<file path="src/rtl/vga_timing_pkg.sv">
// Shared 800x600@72Hz scan timing constants, control-bit bundle and RGB565 expansion.
// The DEF_ prefix leaves the plain names free for the top-level parameters.
package vga_timing_pkg;

   localparam int CNT_W = 11;

   localparam int DEF_H_ACTIVE = 800;
   localparam int DEF_H_FP     = 56;
   localparam int DEF_H_SYNC   = 120;
   localparam int DEF_H_BP     = 64;
   localparam int DEF_H_TOTAL  = DEF_H_ACTIVE + DEF_H_FP + DEF_H_SYNC + DEF_H_BP;

   localparam int DEF_V_ACTIVE = 600;
   localparam int DEF_V_FP     = 37;
   localparam int DEF_V_SYNC   = 6;
   localparam int DEF_V_BP     = 23;
   localparam int DEF_V_TOTAL  = DEF_V_ACTIVE + DEF_V_FP + DEF_V_SYNC + DEF_V_BP;

   localparam logic DEF_SYNC_POL   = 1'b1;
   localparam int   DEF_PIPE_DELAY = 2;

   typedef struct packed {
      logic hs;
      logic vs;
      logic active;
   } scan_ctl_t;

   // Replicate the top bits into the low bits so full-scale 565 maps to full-scale 888.
   function automatic logic [23:0] expand565(input logic [15:0] c);
      return {c[15:11], c[15:13], c[10:5], c[10:9], c[4:0], c[4:2]};
   endfunction

endpackage

</file>
<file path="src/rtl/vga_delay_line.sv">
// Resettable fixed-depth shift register; realigns scan control bits with FIFO read data.
module vga_delay_line #(
   parameter int               WIDTH   = 3,
   parameter int               DEPTH   = 2,
   parameter logic [WIDTH-1:0] RST_VAL = '0
) (
   input  logic             clk,
   input  logic             rst_n,
   input  logic [WIDTH-1:0] d_i,
   output logic [WIDTH-1:0] q_o
);

   logic [WIDTH-1:0] stage_q [DEPTH];

   always_ff @(posedge clk or negedge rst_n) begin
      if (!rst_n) begin
         for (int i = 0; i < DEPTH; i++) stage_q[i] <= RST_VAL;
      end else begin
         stage_q[0] <= d_i;
         for (int i = 1; i < DEPTH; i++) stage_q[i] <= stage_q[i-1];
      end
   end

   assign q_o = stage_q[DEPTH-1];

endmodule

</file>
<file path="src/rtl/vga_scan_timing.sv">
// Scan counters, stage-0 sync/blank decode and the colour output register for the VGA DAC.
module vga_scan_timing
   import vga_timing_pkg::*;
#(
   parameter int   H_ACTIVE   = vga_timing_pkg::DEF_H_ACTIVE,
   parameter int   H_FP       = vga_timing_pkg::DEF_H_FP,
   parameter int   H_SYNC     = vga_timing_pkg::DEF_H_SYNC,
   parameter int   H_BP       = vga_timing_pkg::DEF_H_BP,
   parameter int   V_ACTIVE   = vga_timing_pkg::DEF_V_ACTIVE,
   parameter int   V_FP       = vga_timing_pkg::DEF_V_FP,
   parameter int   V_SYNC     = vga_timing_pkg::DEF_V_SYNC,
   parameter int   V_BP       = vga_timing_pkg::DEF_V_BP,
   parameter logic SYNC_POL   = vga_timing_pkg::DEF_SYNC_POL,
   parameter int   PIPE_DELAY = vga_timing_pkg::DEF_PIPE_DELAY
) (
   input  logic             scanClk,
   input  logic             resetn,
   input  logic [15:0]      cRGBin,
   output logic             activePixels,
   output logic             newFrame,
   output logic [CNT_W-1:0] pixelX,
   output logic [CNT_W-1:0] pixelY,
   output logic             VGA_HS,
   output logic             VGA_VS,
   output logic             VGA_BLANK_N,
   output logic             VGA_SYNC_N,
   output logic [7:0]       VGA_R,
   output logic [7:0]       VGA_G,
   output logic [7:0]       VGA_B
);

   localparam int H_TOTAL = H_ACTIVE + H_FP + H_SYNC + H_BP;
   localparam int V_TOTAL = V_ACTIVE + V_FP + V_SYNC + V_BP;

   localparam logic [CNT_W-1:0] H_ACT_C  = CNT_W'(H_ACTIVE);
   localparam logic [CNT_W-1:0] H_SS_C   = CNT_W'(H_ACTIVE + H_FP);
   localparam logic [CNT_W-1:0] H_SE_C   = CNT_W'(H_ACTIVE + H_FP + H_SYNC);
   localparam logic [CNT_W-1:0] H_LAST_C = CNT_W'(H_TOTAL - 1);
   localparam logic [CNT_W-1:0] V_ACT_C  = CNT_W'(V_ACTIVE);
   localparam logic [CNT_W-1:0] V_SS_C   = CNT_W'(V_ACTIVE + V_FP);
   localparam logic [CNT_W-1:0] V_SE_C   = CNT_W'(V_ACTIVE + V_FP + V_SYNC);
   localparam logic [CNT_W-1:0] V_LAST_C = CNT_W'(V_TOTAL - 1);

   localparam scan_ctl_t CTL_RST = '{hs: ~SYNC_POL, vs: ~SYNC_POL, active: 1'b0};

   logic [CNT_W-1:0] h_q, h_d, v_q, v_d;
   logic [CNT_W-1:0] h_p0_q, v_p0_q;
   scan_ctl_t        ctl_p0_d, ctl_p0_q, ctl_dl;
   logic             nf_p0_d, nf_p0_q;
   logic             hs_q, vs_q, blank_n_q;
   logic [23:0]      rgb_d, rgb_q;

   always_comb begin
      h_d = h_q + 1'b1;
      v_d = v_q;
      if (h_q == H_LAST_C) begin
         h_d = '0;
         v_d = (v_q == V_LAST_C) ? '0 : v_q + 1'b1;
      end
   end

   always_ff @(posedge scanClk or negedge resetn) begin
      if (!resetn) begin
         h_q <= '0;
         v_q <= '0;
      end else begin
         h_q <= h_d;
         v_q <= v_d;
      end
   end

   // Stage 0: registered decode of the counters
   always_comb begin
      ctl_p0_d.active = (h_q < H_ACT_C) && (v_q < V_ACT_C);
      ctl_p0_d.hs     = ((h_q >= H_SS_C) && (h_q < H_SE_C)) ? SYNC_POL : ~SYNC_POL;
      ctl_p0_d.vs     = ((v_q >= V_SS_C) && (v_q < V_SE_C)) ? SYNC_POL : ~SYNC_POL;
      nf_p0_d         = (v_q >= V_ACT_C);
   end

   always_ff @(posedge scanClk or negedge resetn) begin
      if (!resetn) begin
         ctl_p0_q <= CTL_RST;
         nf_p0_q  <= 1'b0;
         h_p0_q   <= '0;
         v_p0_q   <= '0;
      end else begin
         ctl_p0_q <= ctl_p0_d;
         nf_p0_q  <= nf_p0_d;
         h_p0_q   <= h_q;
         v_p0_q   <= v_q;
      end
   end

   // Delay stages: cover the FIFO read latency
   vga_delay_line #(
      .WIDTH   ($bits(scan_ctl_t)),
      .DEPTH   (PIPE_DELAY),
      .RST_VAL (CTL_RST)
   ) u_ctl_delay (
      .clk   (scanClk),
      .rst_n (resetn),
      .d_i   (ctl_p0_q),
      .q_o   (ctl_dl)
   );

   // Output register: colour and its own sync/blank leave together
   always_comb begin
      rgb_d = ctl_dl.active ? expand565(cRGBin) : '0;
   end

   always_ff @(posedge scanClk or negedge resetn) begin
      if (!resetn) begin
         hs_q      <= ~SYNC_POL;
         vs_q      <= ~SYNC_POL;
         blank_n_q <= 1'b0;
         rgb_q     <= '0;
      end else begin
         hs_q      <= ctl_dl.hs;
         vs_q      <= ctl_dl.vs;
         blank_n_q <= ctl_dl.active;
         rgb_q     <= rgb_d;
      end
   end

   assign activePixels          = ctl_p0_q.active;
   assign newFrame              = nf_p0_q;
   assign pixelX                = h_p0_q;
   assign pixelY                = v_p0_q;
   assign VGA_HS                = hs_q;
   assign VGA_VS                = vs_q;
   assign VGA_BLANK_N           = blank_n_q;
   assign VGA_SYNC_N            = 1'b0;
   assign {VGA_R, VGA_G, VGA_B} = rgb_q;

endmodule

</file>
<file path="config.mk">
export PLATFORM = sky130hd
export DESIGN_NAME = vga_scan_timing
export DESIGN_NICKNAME = d
export VERILOG_FILES = /design/src/rtl/vga_timing_pkg.sv /design/src/rtl/vga_delay_line.sv /design/src/rtl/vga_scan_timing.sv
export SDC_FILE = /design/constraint.sdc
export NUM_CORES = 1
export LEC_CHECK = 0
export CORE_ASPECT_RATIO = 1.25
export CORE_UTILIZATION = 41
export DETAILED_ROUTE_END_ITERATION = 16
export GPL_ROUTABILITY_DRIVEN = 0
export PLACE_DENSITY = 0.79
export SLEW_MARGIN = 20
export SYNTH_ARGS = -nofsm -noshare
export SYNTH_HDL_FRONTEND = slang
export SYNTH_SLANG_ARGS = --single-unit
</file>
<file path="constraint.sdc">
create_clock -name scanClk -period 4.02 [get_ports scanClk]
set_clock_uncertainty 0.05 [all_clocks]
set_input_delay 0.804 -clock scanClk [delete_from_list [all_inputs] [get_ports scanClk]]
set_output_delay 0.804 -clock scanClk [all_outputs]
set_load 0.02 [all_outputs]
</file>
### After elaboration in Yosys (flattened, before gate mapping)

Index checks and enable logic that the tools add are counted.

| operators by class | value |
|---|---|
| add/subtract/negate cells | 2 |
| $lt $le $gt $ge | 7 |
| equality and inequality tests | 2 |
| muxes and demuxes | 5 |
| reductions and logical operators | 3 |

Operator list:

| cell | count |
|---|---|
| 11-bit by 10-bit < comparator with 1-bit output (second input constant) | 4 |
| 11-bit by 10-bit >= comparator with 1-bit output (second input constant) | 3 |
| 24-bit 2-to-1 mux | 1 |
| 11-bit by 1-bit adder with 11-bit output (second input constant) | 2 |
| 11-bit 2-to-1 mux | 2 |
| 11-bit by 10-bit == test with 1-bit output (second input constant) | 1 |
| 11-bit == test (second input constant) | 1 |
| 1-bit logical AND | 3 |
| 1-bit 2-to-1 mux | 2 |

| word-level totals | value |
|---|---|
| bits in registers | 81 |
| input bits | 18 |
| output and inout bits | 52 |
| word-level logic and storage cells | 33 |

### Logic depth before layout (Yosys ltp)

| logic depth | value |
|---|---|
| depth in word-level cells | 3 |
| mapped depth | 6 |
| depth with buffers taken out | 6 |

### Modules after synthesis

From an unflattened synthesis, not the netlist that was laid out.

| unflattened totals | value |
|---|---|
| cell total of the unflattened synthesis | 208 |
| area total of the unflattened synthesis | 2706.3 um^2 |

Modules (own cells, without submodules):

| module | instances | cells an instance | area an instance (um^2) | seq. area each (um^2) |
|---|---|---|---|---|
| vga_scan_timing | 1 | 199 | 2533.7 | 1676.6 |
| vga_delay_line | 1 | 9 | 172.7 | 150.1 |

### Worst setup path before layout

No wires, ideal clock.

| timing path | value |
|---|---|
| path kind | flip-flop to flip-flop |
| start point | reg h_q[4] |
| end point | reg v_q[5] |
| library setup time | 125 ps |
| data arrival time | 1929 ps |
| data required time | 3845 ps |
| path slack | 1917 ps |
| stages on the path, launching flop included | 6 |
| path buffers | 1 |
| period minus slack after synthesis | 2103 ps |
| path through | dfrtp_1 buf_6 or4b_4 or3_4 nor3_1 mux2_2 |

| on the way | value |
|---|---|
| word-level cells in the longest chain between the ends | 1 |

RTL lines:

| item | RTL line | text |
|---|---|---|
| start: declaration | vga_scan_timing.sv:46 | `logic [CNT_W-1:0] h_q, h_d, v_q, v_d;` |
| start signal: assignment | vga_scan_timing.sv:64 | `h_q <= '0;` |
| start signal: assignment | vga_scan_timing.sv:67 | `h_q <= h_d;` |
| 11-bit == test | vga_scan_timing.sv:56 | `if (h_q == H_LAST_C) begin` |
| end signal: assignment | vga_scan_timing.sv:68 | `v_q <= v_d;` |
| end: declaration | vga_scan_timing.sv:46 |  |

No other way between the ends.
A chain may end at the register's enable or synchronous reset.

### Final worst setup path

| timing path | value |
|---|---|
| start point | reg h_q[4] |
| end point | reg v_q[6] |

Same word-level chain as after synthesis.

==> out/qor.csv <==
metric;value;unit
async_flop_share;1.00;
synth-main-ff-cell;dfrtp_1;
timing.rr.end;v_q[6];
dr_total_vias;1741;
worstMarginPinSlew;1.06;ns
synthesis.area;2680;um2
grt_max_degree;49;
dr.first_iter.drc_count;97;
status;finished, final reports clean;
fin_area;3550;um2
clk_latency;0.33;ns
clk_pin_slew;0.07;ns
synth_edf_count;0;
min_to;u_ctl_delay.stage_q[5];
avgSynthCellArea;13.3;um2
maxCapViolations;0;
drive_above_1_share;0.0806;
r2r_slack;1.58;ns
layout_min_cycle_time;2.44;ns
synth_cell_types;37;
seq_area_frac_synth;0.683;
ant_nets;0;
yosys.area.top_type_share;0.683;
nets;291;
reg2reg_depth;4;
dpl.cell_count;342;
synthTopCellsByCount;dfrtp_1 (73), and2_1 (16), nand2_1 (13), buf_4 (9), nand3_1 (9);
cp-end-kind;register;
cts.path.max_buffers;2;
synth_area_leaders;dfrtp_1 (68%), and2_1 (3.7%), buf_4 (2.5%);
chipWidth;74.2;um
min_path_type;reg2reg;
vias_per_cell;4.86;
rows;32;
antenna_cells;0;
grt.overflow.total;0;
yosys.cell_count.top_type;dfrtp_1;
clock-root-buffer;clkbuf_8;
grt_pass1_vias;1748;
grt_pass1_wl;7.95;mm
cts_tree;built;
utilization;0.568;
htreeDepth;3;
placed_cell_area;3370;um2
antenna_found_initial;0;
cts-hold-fix-buffers;0;
synth_nets;224;
io_buffers;68;
reg2reg_from;h_q[4];
post-dp-hpwl;3.32;mm
cp_max_fo;11;
core_area;6250;um2
first_pass_iters;5;
die_h;92.3;um
rsz0062_at_grt;false;
tns;0;ns
ctsResizeCount;0;
cts_setup_buffers;0;
pwr_density_cell;372;nW/um2
slew_headroom;0.286;
finalHoldViolCount;0;
grt_util_all_layers;0.157;
cp_data_arrival_time;2.60;ns
cts-buffers-inserted;9;
finalSetupViolCount;0;
slew_viol_final;0;
synth_top_area_cell;dfrtp_1;
dieArea;6850;um2
p_leak;0.00162;uW
fin_cells;358;
start_kind;register;
vdd_ir_drop_max;0.182;mV
syn_inst;201;
start_util;0.428;
path_class;reg2reg;
wl_per_cell;13.5;um
drcViolationCount;0;
yosys_warnings;0;
clkSinkCount;73;
ios;70;
syn_to_final_growth;32.6;%
critPathRequiredTime;4.18;ns
power;1320;uW
routed_wl;4.82;mm
holdPathStages;0;
yosys_register_bits;73;
fin_crit_sh;0.607;
holdCritStartpoint;ctl_p0_q[2];
max_freq;410;MHz
## power breakdown
part | total [uW] | switching [uW] | internal (uW)
sequential | 746 | 3.05 | 743
clock | 497 | 239 | 258
combinational | 77.8 | 38.1 | 39.7
## logic make-up after synthesis
| logic type | after synthesis | synth area share |
|---|---|---|
| XOR/XNOR | 11 | 0.0360 |
| AND/OR/NAND/NOR | 68 | 0.150 |
| buffers and inverters | 19 | 0.0449 |
| AO/OA/AOI/OAI | 23 | 0.0575 |
| adder cells (fa/ha/maj) | 5 | 0.0234 |
| multiplexers | 1 | 0.00421 |
| flip-flops | 73 | 0.683 |
| other | 1 | 0.00140 |
## placed cells by master (no fill, tap or decap), types with 2 or more instances in the layout
master           instances
ha_1                     5
or3_1                    3
a2bb2oi_1                2
o21ai_0                  6
a21oi_1                  3
o31ai_1                  3
nor3_1                   5
nand3_1                  9
clkdlybuf4s50_1         67
xor2_1                   7
clkbuf_8                11
a31oi_1                  2
nor2_1                   6
and2_1                  16
dfrtp_1                 73
buf_4                    3
a21o_1                   2
xnor2_1                  4
nand4_1                  2
nand2_1                 13
inv_1                    5
and4_1                   2
clkbuf_1                 3
and3_1                   4
nor3b_1                  2
## critical path, stage by stage, from the launching register on
cell	delay (ns)
dfrtp_1	0.47
or4b_4	0.57
nor3_1	0.86
nand3_1	0.19
xnor2_1	0.18
## sequential cells by signal, summed over array words and instances, names as in the netlist
register and count:
VGA_HS 1, pixelX 11, ctl_p0_q 2, activePixels 1, pixelY 11, u_ctl_delay.q_o 3, VGA_BLANK_N 1, VGA_VS 1
rgb_q 16, newFrame 1, u_ctl_delay.stage_q 3, h_q 11, v_q 11
## how the worst max path moves through the flow
stage / from / end / slack, ns / cells past startpoint
floorplan: h_q[4] / v_q[5] / 1.92 / 5
global placement: h_q[4] / v_q[6] / 1.65 / 4
detailed placement: h_q[4] / v_q[6] / 1.59 / 4
CTS: h_q[4] / v_q[6] / 1.57 / 4
global route: h_q[4] / v_q[0] / 1.35 / 4
finish: h_q[4] / v_q[6] / 1.58 / 4
## per-stage QoR
| stage | setup slack [ns] | hold WS, ns |
|---|---|---|
| floorplan | 1.92 | 0.281 |
| global placement | 1.65 | 0.282 |
| detailed placement | 1.59 | 0.286 |
| CTS | 1.57 | 0.302 |
| global route | 1.35 | 0.313 |
| finish | 1.58 | 0.298 |
## layout make-up
| class | instances | area [um2] |
|---|---|---|
| sequential | 73 | 1830 |
| clock buffer | 14 | 163 |
| fill | 518 | 2700 |
| timing repair buffer | 70 | 693 |
| inverter | 5 | 18.8 |
| tap | 85 | 106 |
| multi-input combinational | 109 | 728 |
| clock inverter | 2 | 12.5 |
## metal layers
layer	share of wire	track usage	vias to the layer above
met2	0.50	0.263	82
met4	0.023	0.0802	0
li1	-	-	806
met5	0	0	-
met3	0.088	0.0588	12
met1	0.39	0.170	841
Note: power is estimated with default switching activity, not from simulation.
